<file path="config.mk">
export PLATFORM = sky130hd
export DESIGN_NAME = mul_float_fract_iterative
export DESIGN_NICKNAME = d
export VERILOG_FILES = /design/src/rtl/mul_float_fract_iterative.sv
export SDC_FILE = /design/constraint.sdc
export NUM_CORES = 1
export LEC_CHECK = 0
export CAP_MARGIN = 20
export CORE_MARGIN = 5
export CORE_UTILIZATION = 30
export CTS_CLUSTER_DIAMETER = 50
export CTS_CLUSTER_SIZE = 20
export DETAILED_ROUTE_END_ITERATION = 8
export GPL_TIMING_DRIVEN = 0
export SLEW_MARGIN = 20
export SYNTH_ARGS = -nofsm -noshare
export SYNTH_HDL_FRONTEND = slang
export SYNTH_SLANG_ARGS = --single-unit
</file>
<file path="constraint.sdc">
create_clock -name iCLOCK -period 7.46 [get_ports iCLOCK]
set_input_delay 0.746 -clock iCLOCK [delete_from_list [all_inputs] [get_ports iCLOCK]]
set_output_delay 0.746 -clock iCLOCK [all_outputs]
set_load 0.1 [all_outputs]
</file>
<file path="src/rtl/mul_float_fract_iterative.sv">
// Iterative significand multiplier: shift-add over 24/BITS_PER_CYCLE steps,
// producing sign, pre-normalisation exponent and the exact 48-bit product.
//   state | meaning
//   IDLE  | ready to accept an operand pair
//   CALC  | shift-add steps in progress
//   DONE  | result valid, held until downstream is not busy
`timescale 1ns/1ps
module mul_float_fract_iterative #(
  parameter int BITS_PER_CYCLE = 2
) (
  input  logic        iCLOCK,
  input  logic        inRESET,
  input  logic        iRESET_SYNC,
  input  logic        iDATA_VALID,
  output logic        oDATA_BUSY,
  input  logic        iDATA_SIGN_A,
  input  logic        iDATA_SIGN_B,
  input  logic [7:0]  iDATA_EXP_A,
  input  logic [7:0]  iDATA_EXP_B,
  input  logic [23:0] iDATA_FRACT_A,
  input  logic [23:0] iDATA_FRACT_B,
  input  logic        iDATA_EXCEPT_EXP_A0,
  input  logic        iDATA_EXCEPT_EXP_B0,
  input  logic        iDATA_EXCEPT_EXP_A1,
  input  logic        iDATA_EXCEPT_EXP_B1,
  input  logic        iDATA_EXCEPT_FRACT_A0,
  input  logic        iDATA_EXCEPT_FRACT_B0,
  output logic        oDATA_VALID,
  input  logic        iDATA_BUSY,
  output logic        oDATA_SIGN,
  output logic [9:0]  oDATA_EXP,
  output logic [47:0] oDATA_FRACT,
  output logic        oDATA_EXCEPT_EXP_A0,
  output logic        oDATA_EXCEPT_EXP_B0,
  output logic        oDATA_EXCEPT_EXP_A1,
  output logic        oDATA_EXCEPT_EXP_B1,
  output logic        oDATA_EXCEPT_FRACT_A0,
  output logic        oDATA_EXCEPT_FRACT_B0
);
  localparam int BPC = BITS_PER_CYCLE;
  localparam int N   = 24 / BPC;
  localparam int CW  = $clog2(N + 1);
  localparam logic [CW-1:0] LAST_STEP = CW'(N - 1);

  typedef enum logic [1:0] {IDLE = 2'd0, CALC = 2'd1, DONE = 2'd2} state_t;

  state_t          state, state_next;
  logic [CW-1:0]   step_cnt;
  logic [23:0]     mcand;
  // upper half accumulates partial products, lower half holds unretired multiplier bits
  logic [47:0]     prod;
  logic [BPC-1:0]  digit;
  logic [23+BPC:0] pp;
  logic [23+BPC:0] sum_hi;
  logic [47:0]     prod_next;
  logic            accept, step, last_step;

  assign accept    = (state == IDLE) && iDATA_VALID;
  assign step      = (state == CALC);
  assign last_step = step && (step_cnt == LAST_STEP);

  assign digit     = prod[BPC-1:0];
  assign pp        = {{BPC{1'b0}}, mcand} * {{24{1'b0}}, digit};
  assign sum_hi    = {{BPC{1'b0}}, prod[47:24]} + pp;
  assign prod_next = {sum_hi, prod[23:BPC]};

  assign oDATA_BUSY  = (state != IDLE);
  assign oDATA_VALID = (state == DONE);

  always_ff @(posedge iCLOCK or negedge inRESET) begin
    if (!inRESET) begin
      state <= IDLE;
    end else if (iRESET_SYNC) begin
      state <= IDLE;
    end else begin
      state <= state_next;
    end
  end

  always_comb begin
    state_next = state;
    case (state)
      IDLE:    if (iDATA_VALID) state_next = CALC;
      CALC:    if (step_cnt == LAST_STEP) state_next = DONE;
      DONE:    if (!iDATA_BUSY) state_next = IDLE;
      default: state_next = IDLE;
    endcase
  end

  always_ff @(posedge iCLOCK or negedge inRESET) begin
    if (!inRESET) begin
      step_cnt              <= '0;
      mcand                 <= '0;
      prod                  <= '0;
      oDATA_SIGN            <= 1'b0;
      oDATA_EXP             <= '0;
      oDATA_FRACT           <= '0;
      oDATA_EXCEPT_EXP_A0   <= 1'b0;
      oDATA_EXCEPT_EXP_B0   <= 1'b0;
      oDATA_EXCEPT_EXP_A1   <= 1'b0;
      oDATA_EXCEPT_EXP_B1   <= 1'b0;
      oDATA_EXCEPT_FRACT_A0 <= 1'b0;
      oDATA_EXCEPT_FRACT_B0 <= 1'b0;
    end else if (iRESET_SYNC) begin
      step_cnt              <= '0;
      mcand                 <= '0;
      prod                  <= '0;
      oDATA_SIGN            <= 1'b0;
      oDATA_EXP             <= '0;
      oDATA_FRACT           <= '0;
      oDATA_EXCEPT_EXP_A0   <= 1'b0;
      oDATA_EXCEPT_EXP_B0   <= 1'b0;
      oDATA_EXCEPT_EXP_A1   <= 1'b0;
      oDATA_EXCEPT_EXP_B1   <= 1'b0;
      oDATA_EXCEPT_FRACT_A0 <= 1'b0;
      oDATA_EXCEPT_FRACT_B0 <= 1'b0;
    end else if (accept) begin
      step_cnt              <= '0;
      mcand                 <= iDATA_FRACT_A;
      prod                  <= {24'h000000, iDATA_FRACT_B};
      oDATA_SIGN            <= iDATA_SIGN_A ^ iDATA_SIGN_B;
      // wraps modulo 2^10, giving the two's complement unbiased-sum exponent
      oDATA_EXP             <= {2'b00, iDATA_EXP_A} + {2'b00, iDATA_EXP_B} - 10'd127;
      oDATA_EXCEPT_EXP_A0   <= iDATA_EXCEPT_EXP_A0;
      oDATA_EXCEPT_EXP_B0   <= iDATA_EXCEPT_EXP_B0;
      oDATA_EXCEPT_EXP_A1   <= iDATA_EXCEPT_EXP_A1;
      oDATA_EXCEPT_EXP_B1   <= iDATA_EXCEPT_EXP_B1;
      oDATA_EXCEPT_FRACT_A0 <= iDATA_EXCEPT_FRACT_A0;
      oDATA_EXCEPT_FRACT_B0 <= iDATA_EXCEPT_FRACT_B0;
    end else if (step) begin
      step_cnt <= step_cnt + 1'b1;
      prod     <= prod_next;
      if (last_step) begin
        oDATA_FRACT <= prod_next;
      end
    end
  end
endmodule
</file>
# Word level (Yosys, flattened, before mapping)
# Index checks and enable logic that the tools add are counted.
# totals
ramBits,0
out_inout_bits,67
wordCells,69
input_bits,77
mem_bits_ro,0
reg_bits,143
latchBits,0
n_memories,0
# classes
n_lt_le_gt_ge,0
n_reduce_logical,10
bitwise_logic,1
shift,0
eq_ne,7
mul,1
muxes,33
div,0
add_sub_neg,4
# ops
cell,n
two-way mux 48 bit,7
two-way mux 24 bit,2
adder 24 x 26 -> 26 bit,1
multiplier 24 x 2 -> 26 bit,1
two-way mux 10 bit,2
two-way mux 1 bit,14
two-way mux 4 bit,3
"subtractor 9 x 7 -> 10 bit, second input constant",1
adder 8 x 8 -> 9 bit,1
two-way mux 2 bit,4
nonzero test 2 bit,4
"inequality test 3 bit, second input constant",2
one-hot mux 2 bit (3 select lines),1
AND reduction 3 bit,2
"adder 4 x 1 -> 4 bit, second input constant",1
"== test 4 bit, second input constant",1
"inequality test 3 x 2 -> 1 bit, second input constant",1
nonzero test 3 bit,1
"== test 2 x 1 -> 1 bit, second input constant",1
"== test 2 bit, second input constant",1
logical AND 1 bit,2
logical NOT 2 bit,1
"inequality test 2 bit, second input constant",1
bitwise XOR 1 bit,1

# Depth between registers and ports, before layout
# Gate-level depths: netlist of run 1.
# depth
depth_word,6
depth_mapped,14

# Least setup slack after synthesis of run 1
# Ideal clock, no wire load.
# synth_path
path_kind,register to register
startpoint,reg prod[1]
endpoint,reg oDATA_FRACT[45]
n_path_buf,3
synth_period_minus_slack_ns,3.280
slack_ns,4.180
setup_time_ns,0.123
path_stages_with_launch,15
arrival_ns,3.157
cell_sequence,dfrtp_1 -> clkbuf_1 -> clkbuf_1 -> nand2_1 -> fa_1 -> inv_1 -> ha_1 -> buf_6 -> a21oi_4 -> nand2_2 -> a211oi_4 -> a21o_1 -> a211oi_1 -> or3_1 -> a32o_1
# synth_between
elab_chain_cells,6
# synth_lines
item,line_no,source
from (decl),51,logic [47:0] prod;
from (signal assigned),120,"prod <= {24'h000000, iDATA_FRACT_B};"
from (signal assigned),132,prod <= prod_next;
multiplier 24 x 2 -> 26 bit,63,"assign pp = {{BPC{1'b0}}, mcand} * {{24{1'b0}}, digit};"
adder 24 x 26 -> 26 bit,64,"assign sum_hi = {{BPC{1'b0}}, prod[47:24]} + pp;"
two-way mux 48 bit,133,if (last_step) begin
two-way mux 48 bit,130,end else if (step) begin
two-way mux 48 bit,117,end else if (accept) begin
two-way mux 48 bit,104,end else if (iRESET_SYNC) begin
to (signal assigned),134,oDATA_FRACT <= prod_next;
to (decl),32,"output logic [47:0] oDATA_FRACT,"
# No other way between the ends. The select of a mux whose other input is x is not followed.
# A chain may end at the register's enable or synchronous reset.

# Worst setup path after layout of run 1
# layout_path
startpoint,reg prod[0]
endpoint,reg oDATA_FRACT[45]
# The elaborated chain is that of the path after synthesis.

==> impl_metrics.csv, run 1 <==
group,metric,value,unit
hold_path,min_path_type,"input pin to async pin",
global_routing,grt_max_degree,79,
global_routing,grt_pass1_vias,7593,
worst_setup_path,crit_path_end_kind,"flop",
power,power_switching,0.000641,W
clocking,cts_sinks,143,
clocking,worst_skew_pair.late_latency,0.44,ns
logic_synthesis,synthTopCellsByCount,"nand2_1 (283), dfrtp_1 (143), a21oi_1 (113), inv_1 (83), nor2_1 (64)",
worst_setup_path,cp-start-kind,"flop",
die,core,0.0278,mm2
detailed_routing,vias_per_cell,4.87,
global_routing,grt_pass1_wl,42.3,mm
worst_setup_path,required,7.78,ns
timing,fmax,0.237,GHz
layout,drive_above_1_share,0.0372,
detailed_routing,drc,0,
worst_setup_path,cpPeakStageDelay,0.51,ns
timing,setup-tns-final,0,ns
die,dieArea,0.0316,mm2
place,numPortBuffers,143,
worst_setup_path,path_buf_inv,2,
worst_setup_path,cp_data_arrival_time,4.53,ns
logic_synthesis,yosysWarnings,0,
logic_synthesis,synth-seq-area-share,0.424,
logic_synthesis,yosysMostFrequentCell,"nand2_1",
logic_synthesis,synth_top_area_frac,0.424,
logic_synthesis,synth.distinct_cells,58,
job,maxCapViolations,0,
worst_setup_path,cp_top_family,"compound AO/OA/AOI/OAI gates",
logic_synthesis,synth_fp_nets,1149,
global_routing,antenna_found_initial,0,
die,die_w,178,um
worst_setup_path,path_class,"flop to flop",
logic_synthesis,syn_avg_cell_area,8.39,um2
detailed_routing,vias,7597,
clocking,cts.clk_slew.worst_paths,0.07,ns
layout,final_cells,1560,
timing,rsz0062_at_grt,"no",
logic_synthesis,async_flop_share,1.00,
timing,worst_slew_pin_slew,1.08,ns
timing,finClkSkew,0.0102,ns
timing,finalSetupViolCount,0,
worst_setup_path,critPathMaxFanout,10,
logic_synthesis,synth_edf_count,0,
die,row_count,61,
die,die_h,178,um
worst_setup_path,path_cells,"clkbuf_1, clkbuf_1, nand2_1, fa_1, fa_1, nand2b_1, a21oi_1, o21ai_1, a21o_1, a211oi_1, o21ai_0, a32o_1",
timing,timing.slew.headroom,0.277,
clocking,cts_hold_buffers,0,
place,dp_cells,1528,
power,p_clk_frac,0.444,
layout,area_delta_synth_final,30.3,%
detailed_routing,drt_iter0_markers,511,
outcome,status,"complete, no violations",
power,p_leak,4.82,nW
clocking,cts-root-buf,"clkbuf_16",
die,start_util,0.304,
logic_synthesis,synth_seq_cells,143,
global_routing,track_usage,0.172,
global_routing,grt_overflow,0,
clocking,cts_max_path_buffers,2,
power,pwr_density_cell,188,mW/mm2
power,pwr-share-seq,0.399,
logic_synthesis,synthTopCellsByArea,"dfrtp_1 (42%), nand2_1 (13%), a21oi_1 (6.7%)",
clocking,cts_resized,0,
layout,final_nets,1312,
clocking,cts_tree,"yes",
power,comb_power_share,0.157,
clocking,cts-htree-levels,4,
power,p_int,0.00142,W
worst_setup_path,crit_path_top_delay_cell,"fa_1",
logic_synthesis,postSynthCellCount,1006,
timing,final_hold_viol_count,0,
detailed_routing,postRouteAntennaNets,0,
timing,fin_crit,4.22,ns
logic_synthesis,synth_ff_type,"dfrtp_1",
clocking,post_cts_buffers,0,
timing,finalCritPeriodShare,0.565,
power,vdd_drop_max,0.150,mV
detailed_routing,wirelength,27.1,mm
die,io_pins,144,
place,place_congestion,0.926,
power,switching_share,0.310,
logic_synthesis,syn_area,0.00844,mm2
detailed_routing,firstDrtPassIters,6,
layout,diodes,0,
detailed_routing,wl_per_cell,17.3,um
logic_synthesis,synth.largest_area_cell,"dfrtp_1",
clocking,cts_buffers,17,
place,dp_hpwl,20.4,mm
timing,drv_slew,0,
==> power by group through the flow <==
stage          Clock (W)  Combinational [W]  Sequential (W)
2_1_floorplan          0           0.000142        0.000882
3_3_place_gp           0           0.000321        0.000839
3_5_place_dp           0           0.000325        0.000838
4_1_cts         0.000927           0.000327        0.000824
5_1_grt         0.000959           0.000355        0.000827
6_report        0.000916           0.000324        0.000824
==> worst paths after layout <==
check                                     start         endpoint  slack [ns]  depth (start not counted)
worst max-delay path                    prod[0]  oDATA_FRACT[45]        3.25                         12
worst min-delay path                    inRESET  oDATA_FRACT[34]        0.26                          1
worst max register to register          prod[0]  oDATA_FRACT[45]        3.25                         12
worst min register to register  oDATA_FRACT[39]  oDATA_FRACT[39]        0.48                          2
max in group asynchronous               inRESET  oDATA_FRACT[25]        6.41                          2
min in group iCLOCK             oDATA_FRACT[39]  oDATA_FRACT[39]        0.48                          2
==> cell type report <==
| cell class | instances | area [um2] |
|---|---|---|
| repair buffers | 144 | 1460 |
| clock buffers | 17 | 425 |
| inverters | 83 | 312 |
| fillers | 2886 | 16800 |
| clock inverters | 15 | 194 |
| well taps | 378 | 473 |
| plain buffers | 58 | 228 |
| multi-input cells | 722 | 4320 |
| flip-flops and latches | 143 | 3580 |
==> cell families after synthesis <==
family | count (synthesis) | synth area share
buf+inv | 141 | 0.0639
simple gates | 408 | 0.199
xor+xnor | 24 | 0.0249
flops | 143 | 0.424
compound gates | 223 | 0.167
mux | 1 | 0.00119
fa+ha+maj | 66 | 0.120
==> state kept, by name (all words and copies together), names as in the netlist <==
register	flops
oDATA_FRACT	48
prod	48
mcand	24
oDATA_EXP	10
step_cnt	4
state	2
oDATA_EXCEPT_EXP_A0	1
oDATA_EXCEPT_EXP_A1	1
oDATA_EXCEPT_EXP_B0	1
oDATA_EXCEPT_EXP_B1	1
oDATA_EXCEPT_FRACT_A0	1
oDATA_EXCEPT_FRACT_B0	1
oDATA_SIGN	1
==> worst reg2reg max path, stage by stage, from the launching register on <==
cell and delay [ns]:
dfrtp_1 0.32, clkbuf_1 0.33, clkbuf_1 0.46, nand2_1 0.14, fa_1 0.51, fa_1 0.47, nand2b_1 0.19, a21oi_1 0.28
o21ai_1 0.23, a21o_1 0.22, a211oi_1 0.51, o21ai_0 0.18, a32o_1 0.24
==> metrics by stage <==
stage / cell area (um2) / worst slack, ns / util / hold WS [ns] / power, W
final: 11000 / 3.25 / 0.396 / 0.257 / 0.00206
after global routing: 11000 / 2.97 / 0.396 / 0.305 / 0.00214
after CTS: 11000 / 3.29 / 0.396 / 0.282 / 0.00208
after detailed placement: 10400 / 3.31 / 0.373 / 0.470 / 0.00116
after global placement: 10300 / -0.536 / 0.372 / 0.461 / 0.00116
after floorplan: 8440 / 4.18 / - / 0.450 / 0.00102
==> layer usage <==
layer	GRT usage	part of all wire
met4	0.0445	0.021
met3	0.0513	0.073
met5	0	0
met1	0.229	0.45
met2	0.275	0.46
==> placed cells by master (no fill, tap or decap), types with 3 or more instances in the layout <==
cell type	n
a32o_1	4
inv_1	83
a21o_1	9
a21oi_1	113
and2_1	3
or3_1	8
nor3_1	6
nand4_1	6
inv_6	5
nand2_1	283
o21ai_0	29
nor2b_1	5
a22o_1	6
a311oi_1	24
and3_1	3
xor2_1	12
ha_1	41
a211oi_1	6
nor2_1	64
clkbuf_1	50
clkdlybuf4s50_1	142
nand3_1	12
o21ai_1	3
xnor2_1	12
inv_8	3
clkbuf_16	17
fa_1	25
buf_1	5
nand2b_1	6
o311ai_0	3
dfrtp_1	143
No activity file was read; power rests on OpenSTA's default activity.
==> run 2: changes to the inputs <==
Clock period 7.46 ns to 3.55 ns, I/O delays scaled along.
==> impl_metrics.csv, run 2 (synthesis results as in run 1) <==
group,metric,value,unit
die,die_w,178,um
clocking,cts-root-buf,"clkbuf_16",
clocking,cts-htree-levels,4,
power,power_switching,0.00134,W
clocking,cts_buffers,17,
power,switching_share,0.310,
layout,area_delta_synth_final,31.9,%
worst_setup_path,worst-path-stages,13,
die,dieArea,0.0316,mm2
layout,final_cell_mix,"nand2_1 (283), clkdlybuf4s50_1 (142), dfrtp_1 (141)",
power,p_int,0.00300,W
power,pwr_density_cell,390,mW/mm2
global_routing,track_usage,0.172,
worst_setup_path,critPathMaxFanout,10,
detailed_routing,drc,0,
worst_setup_path,path_buf_inv,3,
worst_setup_path,cpPeakStageDelay,0.51,ns
detailed_routing,vias_per_cell,4.90,
clocking,cts.clk_slew.worst_paths,0.07,ns
place,dp_hpwl,20.4,mm
timing,worst_slew_pin_slew,1.07,ns
power,p_clk_frac,0.443,
layout,final_cells,1561,
detailed_routing,drt_iter0_markers,511,
timing,whs,0.454,ns
timing,setup_slack,0.171,ns
timing,final_hold_viol_count,0,
timing,finClkSkew,0.0118,ns
clocking,cts_max_path_buffers,2,
worst_setup_path,crit_path_top_delay_cell,"fa_1",
global_routing,grt_pass1_wl,42.3,mm
power,p_leak,4.85,nW
die,die_h,178,um
worst_setup_path,cp_data_arrival_time,3.70,ns
layout,final_nets,1313,
timing,finalCritPeriodShare,0.952,
timing,finalSetupViolCount,0,
global_routing,grt_max_degree,79,
power,vdd_drop_max,0.314,mV
detailed_routing,vias,7649,
power,comb_power_share,0.157,
layout,regArea,0.00358,mm2
worst_setup_path,timing.rr.end,"oDATA_FRACT[41]",
place,numPortBuffers,143,
worst_setup_path,crit_path_end_kind,"flop",
layout,reg.largest.list,"oDATA_FRACT x48, prod x48, mcand x24",
outcome,status,"complete, no violations",
die,core,0.0278,mm2
clocking,worst_skew_pair.late_latency,0.44,ns
worst_setup_path,path_class,"flop to flop",
detailed_routing,wl_per_cell,17.4,um
detailed_routing,firstDrtPassIters,5,
die,start_util,0.304,
timing,fin_crit,3.38,ns
clocking,cts_sinks,143,
worst_setup_path,reg2reg_slack,0.17,ns
layout,mostFrequentLayoutCell,"nand2_1",
clocking,cts_tree,"yes",
die,row_count,61,
global_routing,antenna_found_initial,0,
hold_path,min_path_type,"input pin to flop",
worst_setup_path,cp-start-kind,"flop",
detailed_routing,wirelength,27.1,mm
worst_setup_path,cp-startpoint,"prod[1]",
worst_setup_path,path_common_cell,"buf_6",
worst_setup_path,cp_top_family,"compound AO/OA/AOI/OAI gates",
place,place_congestion,0.926,
worst_setup_path,required,3.87,ns
worst_setup_path,rr_worst_depth,13,
detailed_routing,postRouteAntennaNets,0,
place,place_ws,-0.596,ns
job,maxCapViolations,0,
timing,fmax,0.296,GHz
power,pwr-share-seq,0.400,
global_routing,grt_pass1_vias,7612,
global_routing,grt_overflow,0,
timing,drv_slew,0,
place,dp_cells,1528,
worst_setup_path,cp-endpoint,"oDATA_FRACT[41]",
worst_setup_path,worstReg2RegStart,"prod[1]",
layout,drive_above_1_share,0.0583,
timing,timing.slew.headroom,0.285,
die,io_pins,144,
layout,diodes,0,
layout,multiInputGateArea,0.00441,mm2
worst_setup_path,path_cells,"buf_6, nand2_1, fa_1, inv_1, ha_1, buf_6, a21oi_4, nand2_2, a211oi_4, a21o_1, a21oi_1, or3_1, a32o_1",
layout,fillers,2883,
run 2: layout make-up:
cell class	count	share of cell area
Sequential cell	143	0.322
Clock buffer	17	0.0382
Buffer	56	0.0219
Tap cell	378	0.0425
Clock inverter	15	0.0174
Timing Repair Buffer	147	0.134
Inverter	83	0.0280
Multi-Input combinational cell	722	0.397
run 2: power groups by stage:
stage               Sequential [W]  Clock, W  Combinational [W]
floorplan                  0.00185         0           0.000298
detailed placement         0.00176         0           0.000684
finish                     0.00174   0.00192           0.000681
global route               0.00175   0.00201           0.000746
CTS                        0.00174   0.00195           0.000684
global placement           0.00176         0           0.000675
run 2: worst min-delay path by stage:
stage                                     start               endpoint  slack (ns)  cells past startpoint
final                     iDATA_EXCEPT_FRACT_B0  oDATA_EXCEPT_FRACT_B0        0.45                      3
after detailed placement                inRESET        oDATA_FRACT[34]        0.36                      1
after global routing      iDATA_EXCEPT_FRACT_B0  oDATA_EXCEPT_FRACT_B0        0.46                      3
after floorplan                         inRESET               mcand[0]        0.06                      0
after CTS                 iDATA_EXCEPT_FRACT_B0  oDATA_EXCEPT_FRACT_B0        0.45                      3
after global placement          oDATA_FRACT[36]        oDATA_FRACT[36]        0.46                      2
run 2: per-stage QoR:
stage	total power, W	cell area (um2)	util	setup TNS, ns
after CTS	0.00437	11000	0.397	0
after floorplan	0.00215	8440	-	0
after global placement	0.00244	10300	0.372	-585.09
after global routing	0.00451	11100	0.401	-0.0150
final	0.00434	11100	0.401	0
after detailed placement	0.00245	10400	0.373	-8.16
run 2: tightest hold or removal path: cells and delay by family:
family | cells | cell delay, ns
and+or+nand+nor | 1 | 0.05
buffers and inverters | 1 | 0.39
AOI/OAI and AO/OA | 1 | 0.05
run 2: per-layer routing:
| layer | routed length [um] | part of all wire | vias to the layer above | track usage |
|---|---|---|---|---|
| met5 | 0 | 0 | - | 0 |
| met2 | 12600 | 0.46 | 200 | 0.276 |
| met3 | 1840 | 0.068 | 32 | 0.0511 |
| met4 | 529 | 0.020 | 0 | 0.0445 |
| li1 | - | - | 3682 | - |
| met1 | 12100 | 0.45 | 3735 | 0.229 |
run 2: timing repair:
item / 4_1_cts / 5_1_grt
setup endpoints to repair: 29 / 18
resized for setup: 12 / 27
hold buffers: 1 / 0
pin swaps: 0 / 2
setup buffers: 0 / 2
gates cloned: 0 / 0
hold endpoints to repair: 65 / 0
